### config.mk
export PLATFORM = sky130hd
export DESIGN_NAME = cpu_datamem_arb
export DESIGN_NICKNAME = d
export VERILOG_FILES = /design/src/rtl/cpu_datamem_arb.sv
export SDC_FILE = /design/constraint.sdc
export NUM_CORES = 1
export LEC_CHECK = 0
export ABC_AREA = 1
export CAP_MARGIN = 0
export CORE_AREA = 2 2 476 478
export CTS_CLUSTER_SIZE = 28
export DETAILED_ROUTE_END_ITERATION = 8
export DIE_AREA = 0 0 478 480
export GPL_TIMING_DRIVEN = 0
export SYNTH_ARGS = -nofsm -noshare
export SYNTH_HDL_FRONTEND = slang
export SYNTH_SLANG_ARGS = --single-unit
### constraint.sdc
create_clock -name clk -period 1.9 [get_ports clk]
set_input_delay 0.57 -clock clk [delete_from_list [all_inputs] [get_ports clk]]
set_output_delay 0.57 -clock clk [all_outputs]
set_load 0.02 [all_outputs]
### src/rtl/cpu_datamem_arb.sv
// ============================================================================
// cpu_datamem_arb : CPU / accelerator arbiter in front of the data memory
// Rev 1.0
// ============================================================================
`default_nettype none

module cpu_datamem_arb #(
    parameter int          MAX_WAIT = 4,
    parameter logic [15:0] ACB_LO   = 16'h5000,
    parameter logic [15:0] ACB_HI   = 16'h81FC
) (
    input  logic         clk,
    input  logic         rst_n,
    input  logic         cpu_req_i,
    input  logic         cpu_we_i,
    input  logic [15:0]  cpu_addr_i,
    input  logic [31:0]  cpu_wdata_i,
    output logic         cpu_gnt_o,
    output logic         cpu_rvalid_o,
    output logic [31:0]  cpu_rdata_o,
    output logic         cpu_err_o,
    input  logic         acc_req_i,
    input  logic         acc_we_i,
    input  logic [15:0]  acc_addr_i,
    input  logic [31:0]  acc_wdata_i,
    output logic         acc_gnt_o,
    output logic         acc_rvalid_o,
    output logic [511:0] acc_rdata_o,
    output logic         acc_err_o,
    output logic [15:0]  mem_addr_o,
    output logic [31:0]  mem_wrt_data_o,
    output logic         mem_wrt_en_o,
    input  logic [511:0] mem_rd_data_i
);

    localparam int          WAIT_W    = $clog2(MAX_WAIT + 1);
    localparam logic [WAIT_W-1:0] WAIT_MAX = WAIT_W'(MAX_WAIT);
    localparam logic [15:0] CPU_TOP   = 16'hFFFC;
    localparam logic [15:0] ACC_RD_TOP = 16'hFFC0;

    logic              w_cpu_gnt, w_acc_gnt;
    logic              w_cpu_legal, w_acc_legal, w_legal, w_we;
    logic [WAIT_W-1:0] wait_cnt_q, wait_cnt_d;
    logic              prio_acc_q, prio_acc_d;
    logic              cpu_rd_q, acc_rd_q, rd_legal_q;
    logic              cpu_err_q, acc_err_q;

    // Grants are gated by rst_n so nothing reaches memory while held in reset.
    assign w_acc_gnt = rst_n && acc_req_i && (!cpu_req_i || prio_acc_q);
    assign w_cpu_gnt = rst_n && cpu_req_i && !w_acc_gnt;

    assign w_cpu_legal = (cpu_addr_i <= CPU_TOP);
    assign w_acc_legal = acc_we_i ? ((acc_addr_i >= ACB_LO) && (acc_addr_i <= ACB_HI))
                                  : (acc_addr_i <= ACC_RD_TOP);
    assign w_legal     = w_acc_gnt ? w_acc_legal : w_cpu_legal;
    assign w_we        = w_acc_gnt ? acc_we_i    : cpu_we_i;

    always_comb begin
        mem_addr_o     = 16'h0000;
        mem_wrt_data_o = 32'h0000_0000;
        if (w_acc_gnt) begin
            mem_addr_o     = acc_addr_i;
            mem_wrt_data_o = acc_wdata_i;
        end else if (w_cpu_gnt) begin
            mem_addr_o     = cpu_addr_i;
            mem_wrt_data_o = cpu_wdata_i;
        end
    end

    assign mem_wrt_en_o = (w_cpu_gnt || w_acc_gnt) && w_we && w_legal;

    always_comb begin
        wait_cnt_d = wait_cnt_q;
        prio_acc_d = prio_acc_q;
        if (w_acc_gnt) begin
            wait_cnt_d = '0;
            prio_acc_d = 1'b0;
        end else if (acc_req_i) begin
            if (wait_cnt_q < WAIT_MAX) begin
                wait_cnt_d = wait_cnt_q + 1'b1;
            end
            // Priority takes effect the cycle the counter reaches its limit.
            if (wait_cnt_d == WAIT_MAX) begin
                prio_acc_d = 1'b1;
            end
        end
    end

    always_ff @(posedge clk or negedge rst_n) begin
        if (!rst_n) begin
            wait_cnt_q <= '0;
            prio_acc_q <= 1'b0;
            cpu_rd_q   <= 1'b0;
            acc_rd_q   <= 1'b0;
            rd_legal_q <= 1'b0;
            cpu_err_q  <= 1'b0;
            acc_err_q  <= 1'b0;
        end else begin
            wait_cnt_q <= wait_cnt_d;
            prio_acc_q <= prio_acc_d;
            cpu_rd_q   <= w_cpu_gnt && !cpu_we_i;
            acc_rd_q   <= w_acc_gnt && !acc_we_i;
            rd_legal_q <= w_legal;
            cpu_err_q  <= w_cpu_gnt && !w_cpu_legal;
            acc_err_q  <= w_acc_gnt && !w_acc_legal;
        end
    end

    assign cpu_gnt_o    = w_cpu_gnt;
    assign acc_gnt_o    = w_acc_gnt;
    assign cpu_rvalid_o = cpu_rd_q;
    assign acc_rvalid_o = acc_rd_q;
    assign cpu_err_o    = cpu_err_q;
    assign acc_err_o    = acc_err_q;
    // Illegal reads complete with zero data rather than whatever memory returned.
    assign cpu_rdata_o  = (cpu_rd_q && rd_legal_q) ? mem_rd_data_i[31:0] : 32'h0000_0000;
    assign acc_rdata_o  = (acc_rd_q && rd_legal_q) ? mem_rd_data_i : '0;

endmodule

`default_nettype wire

==> results of run 1 <==
layout make-up:
class                   count  area [um2]
fillers                 25737      195800
plain buffers              66        1255
clock buffers               4       78.83
inverters                 535        2061
repair buffers           1392       14970
diodes                    116       290.3
multi-input cells         666        5610
repair inverters            1       16.27
flip-flops and latches      9       229.0
well taps                2992        3744
what timing repair did:
action	CTS	global route
hold buffers	0	0
setup endpoints to repair	605	597
pin swaps	20	30
gates cloned	7	21
gates resized for setup	1662	3016
buffers inserted	28	126
logic make-up after synthesis:
group / Yosys count
fa+ha+maj: 1
simple gates: 609
compound gates: 54
flops: 9
xor+xnor: 1
buf+inv: 603
placed cells by master, fill, tap and decap left out, types with 6 or more instances in the layout:
cell type and instances:
clkdlybuf4s50_1 568, inv_1 502, buf_6 373, nor2_4 323, buf_4 184, nor2_1 178, diode_2 116, buf_12 113
dlygate4sd2_1 78, nor2_2 57, dlymetal6s2s_1 37, buf_8 32, nand2_1 29, clkbuf_16 24, a22o_1 22, inv_2 19
buf_2 16, a22o_4 16, clkdlybuf4s15_2 13, buf_16 7, clkbuf_4 7, inv_4 6, clkinvlp_4 6, dfrtp_1 6
registers in the layout (all words and copies together) (netlist names):
signal and count:
cpu_err_o 1, rd_legal_q 1, cpu_rvalid_o 1, acc_err_o 1
acc_rvalid_o 1, prio_acc_q 1, wait_cnt_q 3
power groups by stage:
stage	clock network (uW)	logic (uW)	registers [uW]
3_5_place_dp	0	4720	275
2_1_floorplan	0	1360	270
3_3_place_gp	0	4720	277
4_1_cts	389	5020	279
6_report	384	6210	280
5_1_grt	402	6470	284
layer usage:
layer	global-route usage (%)	vias up	routed length, um
li1	-	6334	-
met1	18.69	6630	78140
met2	31.15	1413	103100
met3	16.47	686	42980
met4	2.802	278	7814
met5	0	-	1929
through the flow:
step / setup WS, ns / setup TNS [ns] / cells / instance area (um2)
6_report: -0.5242 / -197.86 / 5781 / 28260
3_5_place_dp: -2.512 / -844.85 / 5482 / 21310
2_1_floorplan: -0.04788 / -0.2055 / 1277 / 5400
5_1_grt: -0.5844 / -221.00 / 5692 / 28030
4_1_cts: -0.6764 / -337.71 / 5519 / 22160
3_3_place_gp: -2.545 / -1104.93 / 5481 / 21280
critical path: stages (launching register included):
cell and delay (ns):
dfrtp_2 0.46, nand2_8 0.11, buf_12 0.17, clkbuf_16 0.19
buf_12 0.15, nor2_1 0.12, buf_2 0.35
final timing paths:
path,end,slack [ns],cells past startpoint
min,wait_cnt_q[1],0.13,1
max in group asynchronous,acc_rvalid_o,1.49,2
max reg2reg,cpu_err_o,0.47,10
max,acc_rdata_o[509],-0.52,6
min in group clk,prio_acc_q,0.56,2
min reg2reg,prio_acc_q,0.56,2
==> results by group, run 1 <==
Status
  • Status: finished, violations left
  • Violations in the final reports: setup timing

Die
  • Ports: 1213
  • Core area: 224000 um2
  • DIE WIDTH: 478 um
  • FP Rows: 174
  • Initial Util: 2.399%
  • Die area: 229400 um2
  • Die Height: 480 um

Drt
  • DRC viols: 0
  • Antenna Nets Post-Route: 0
  • Vias: 15341
  • Wirelength per Cell: 40.47 um
  • DR vias/cell: 2.654
  • DRT iter0 DRCs: 743
  • Drt first pass iters: 5
  • Total wire length: 234000 um

Logic synthesis
  • Post-synthesis sequential area ratio: 4.191%
  • Synth top area cells: nor2_1, inv_1, a22o_1, buf_2, dfrtp_1
  • Yosys warnings: 0
  • Syn Area/Cell: 4.208 um2
  • Syn Nets: 1892
  • Fraction of synthesized area in multiplexers: 0%
  • Synth top cells by count: nor2_1, inv_1, buf_2
  • Cell taking the most area after synthesis: nor2_1
  • Compound-Gate Fraction of Synth Area: 7.893%
  • Simple-gate area share of the yosys netlist: 43.45%
  • Async set-reset flop share out of synthesis: 100.0%
  • Adder-cell area share of the yosys netlist: 0.2328%
  • Most frequent cell after synthesis: nor2_1
  • Largest family of logic cells by synthesized area: buffers and inverters
  • Count of different cell masters after synthesis: 24
  • Mapped Cells: 1277
  • Post-synth EDFFs: 0
  • Ys flop type: dfrtp_1
  • Post-Synth XOR/XNOR Area: 0.1630%
  • Share of the synthesized area in the top cell type: 38.91%
  • Mapped Area: 5374 um2
  • Synthesis-stage register bit count: 9

Setup path
  • Critical path class: flip-flop to output port
  • CP Launch Point: rd_legal_q
  • RR Startpoint: prio_acc_q
  • CP arrival: 1.85 ns
  • Critical Path RT: 1.33 ns
  • CP max FO: 9
  • CP startpoint kind: flip-flop
  • Crit end category: output port

Global routing
  • Pin count of the biggest net entering global routing: 11
  • Initial antenna violation count: 405
  • GRT Total Usage: 19.13%
  • Vias in the first global route: 13295
  • Global-route wire length before repair: 257100 um
  • Global route overflow: 0

Timing
  • Post-route setup slack: -0.5242 ns
  • # setup viols final: 595
  • Fin crit period: 2.424 ns
  • Relative slew slack: 61.36%
  • Achievable frequency: 412.5 MHz
  • Worst Tran Pin Value: 0.5778 ns
  • Final Hold Fails: 0
  • Count of pins over their slew limit: 0
  • Hold Slack: 0.1260 ns
  • RSZ-0062 raised after global routing: yes
  • Fin crit share: 127.6%
  • Clk_skew: 0.001818 ns

Power and ir drop
  • Clk pwr share: 5.6%
  • Sw Ratio: 48.96%
  • Cell internal pwr: 3509 uW
  • Lkg Pwr: 0.01296 uW
  • Reg power frac: 4.1%
  • Tot Pwr: 6875 uW
  • PwrDens: 243.3 nW/um2
  • NetSw: 3366 uW
  • Maximum vdd drop: 369.8 uV
  • Combinational share of power: 90.3%

CTS
  • CTS max path bufs: 2
  • CTS H-tree depth: 1
  • Num CTS Buffers: 3
  • Sink Count: 9
  • Worst skew pair latency: 0.24 ns
  • Root Buffer: clkbuf_16
  • CTS tree: yes
  • Clk slew on worst S/H paths: 0.04 ns

Final layout
  • Layout cells sized above 1: 46.05%
  • Synth-to-layout area growth: 425.8%
  • Layout Utilization: 12.61%
  • Layout Nets: 3289

Hold path
  • Worst hold path type: input pin to async pin

Place
  • RePlAce Congestion: 0.9444
  • Port Buf Inserts: 1212
  • DP Wirelength: 220900 um

Flow run
  • # Max-Cap Violations: 0
Note: power is estimated with default switching activity, not from simulation.
==> run 2: changes to the inputs <==
Settings changed: PLACE_DENSITY set to 0.3.
==> run 2 against run 1 <==
Against the previous run: critical endpoint is now acc_rdata_o[156]; largest cell class unchanged; largest power group unchanged; die area stayed put; register-to-register slack got worse by 0.88 ns; sequential power about the same; cell count down 2.8%; highest routed layer unchanged; the run still ends with setup timing left; first-iteration DRC count shrank 9.3%.
==> results by group, run 2 (same netlist as run 1, synthesis figures left out) <==
Place
  • RePlAce Congestion: 0.9265
  • Port Buf Inserts: 1212
  • DP Wirelength: 189400 um
  • DP Area: 21300 um2

Die
  • DIE WIDTH: 478 um
  • Initial Util: 2.399%
  • Die Height: 480 um
  • FP Rows: 174
  • Ports: 1213
  • Core area: 224000 um2
  • Die area: 229400 um2

Global routing
  • GRT met3 Usage: 12.17%
  • Pin count of the biggest net entering global routing: 11
  • Global route overflow: 0
  • Vias in the first global route: 14333
  • M2 GR Usage: 27.79%
  • Busiest grt layer: met2
  • Initial antenna violation count: 294
  • Global-route wire length before repair: 228900 um
  • Met1 GRT Util: 16.86%
  • GRT Total Usage: 16.51%

CTS
  • Clk slew on worst S/H paths: 0.04 ns
  • Worst skew pair latency: 0.23 ns
  • Sink Count: 9
  • CTS max path bufs: 2
  • Num CTS Buffers: 3
  • Root Buffer: clkbuf_16
  • CTS tree: yes
  • Hold_buf cts: 0
  • CTS H-tree depth: 1

Timing
  • Hold Slack: 0.1394 ns
  • Clk_skew: 0.001073 ns
  • Post-route setup slack: -0.6059 ns
  • Fin crit share: 131.9%
  • Final Hold Fails: 0
  • Count of pins over their slew limit: 0
  • Achievable frequency: 399.1 MHz
  • Fin crit period: 2.506 ns
  • Relative slew slack: 53.94%
  • RSZ-0062 raised after global routing: yes
  • Worst Tran Pin Value: 0.6887 ns
  • # setup viols final: 597

Drt
  • DR vias/cell: 2.570
  • Wirelength per Cell: 35.16 um
  • Antenna Nets Post-Route: 0
  • Drt first pass iters: 5
  • Total wire length: 197500 um
  • DRC viols: 0
  • DRT iter0 DRCs: 674
  • Vias: 14433

Setup path
  • CP max FO: 10
  • CP startpoint kind: flip-flop
  • CP arrival: 1.94 ns
  • Max incr delay on CP: 0.46 ns
  • Critical Path RT: 1.33 ns
  • Buffer and inverter count on the worst path: 4
  • Crit end category: output port
  • Critical path class: flip-flop to output port
  • Crit path cell chain: nand2_8, buf_16, clkbuf_16, buf_4, nor2_2, clkdlybuf4s15_2
  • Top delay family on crit path: buffers and inverters
  • Crit-path slowest cell: dfrtp_2

Power and ir drop
  • Tot Pwr: 5641 uW
  • Maximum vdd drop: 362.9 uV
  • Lkg Pwr: 0.01157 uW
  • PwrDens: 247.2 nW/um2

Status
  • Violations in the final reports: setup timing
  • Status: finished, violations left

Final layout
  • Max reg flops: 3
  • Layout Nets: 3188
  • Layout cells sized above 1: 29.47%
  • Final Cell Area: 22820 um2
  • Synth-to-layout area growth: 324.6%
  • Biggest register: wait_cnt_q
  • Commonest non-fill, non-tap cell in the layout: clkdlybuf4s50_1
  • Most frequent cells in the layout: clkdlybuf4s50_1, inv_1, nor2_1

Flow run
  • # Max-Cap Violations: 0

Hold path
  • Worst hold path type: input pin to async pin
==> run 2: changes by cell type in the layout (fill, tap and decap cells not counted), moves of 70 or more <==
cell,change
buf_12,-88
dlygate4sd2_1,+119
nor2_4,-286
nor2_1,+269
buf_6,-269
clkdlybuf4s15_2,+95
buf_2,+70
==> run 2: worst paths after layout <==
| check | start | slack, ns | endpoint | cells past startpoint |
|---|---|---|---|---|
| max | rd_legal_q | -0.61 | acc_rdata_o[156] | 6 |
| min | rst_n | 0.14 | cpu_rvalid_o | 1 |
| max reg2reg | prio_acc_q | -0.41 | rd_legal_q | 18 |
| min reg2reg | prio_acc_q | 0.54 | prio_acc_q | 2 |
| max in group asynchronous | rst_n | 1.50 | wait_cnt_q[1] | 2 |
| min in group clk | prio_acc_q | 0.54 | prio_acc_q | 2 |
==> run 2: power breakdown <==
| group | internal, uW | total [uW] | switching [uW] |
|---|---|---|---|
| logic | 2310 | 4990 | 2670 |
| registers | 238 | 280 | 42.3 |
| clock network | 281 | 375 | 94.0 |
| total | 2830 | 5640 | 2810 |
==> run 2: cell type report <==
cell class	instances	area (um2)
Fill cell	26431	201200
Timing Repair Buffer	1289	12290
Tap cell	2992	3744
Multi-Input combinational cell	666	3500
Inverter	535	2037
Buffer	68	800.8
Sequential cell	9	229.0
Antenna cell	53	132.6
Clock buffer	4	78.83
Timing Repair inverter	1	6.256
==> run 2: stage by stage <==
step                setup WS (ns)  util, %  instances  TNS (ns)
floorplan                -0.04788        -       1277   -0.2055
detailed placement         -2.306    9.508       5482   -748.00
finish                    -0.6059    10.19       5617   -242.88
global placement           -2.578    9.497       5481  -1211.83
global route              -0.6200    10.13       5571   -286.14
CTS                       -0.6153    10.06       5552   -292.92
==> run 2: per-layer routing <==
metal / vias to the layer above / wire length (um)
met4: 264 / 4472
met5: - / 1800
met1: 6366 / 67540
met2: 1235 / 89800
met3: 533 / 33880
li1: 6035 / -
==> run 2: timing repair <==
item / CTS / global route
endpoints found under the setup margin: 607 / 601
resized for setup: 2271 / 502
pin swaps: 31 / 1
gates cloned: 7 / 1
setup buffers: 59 / 11
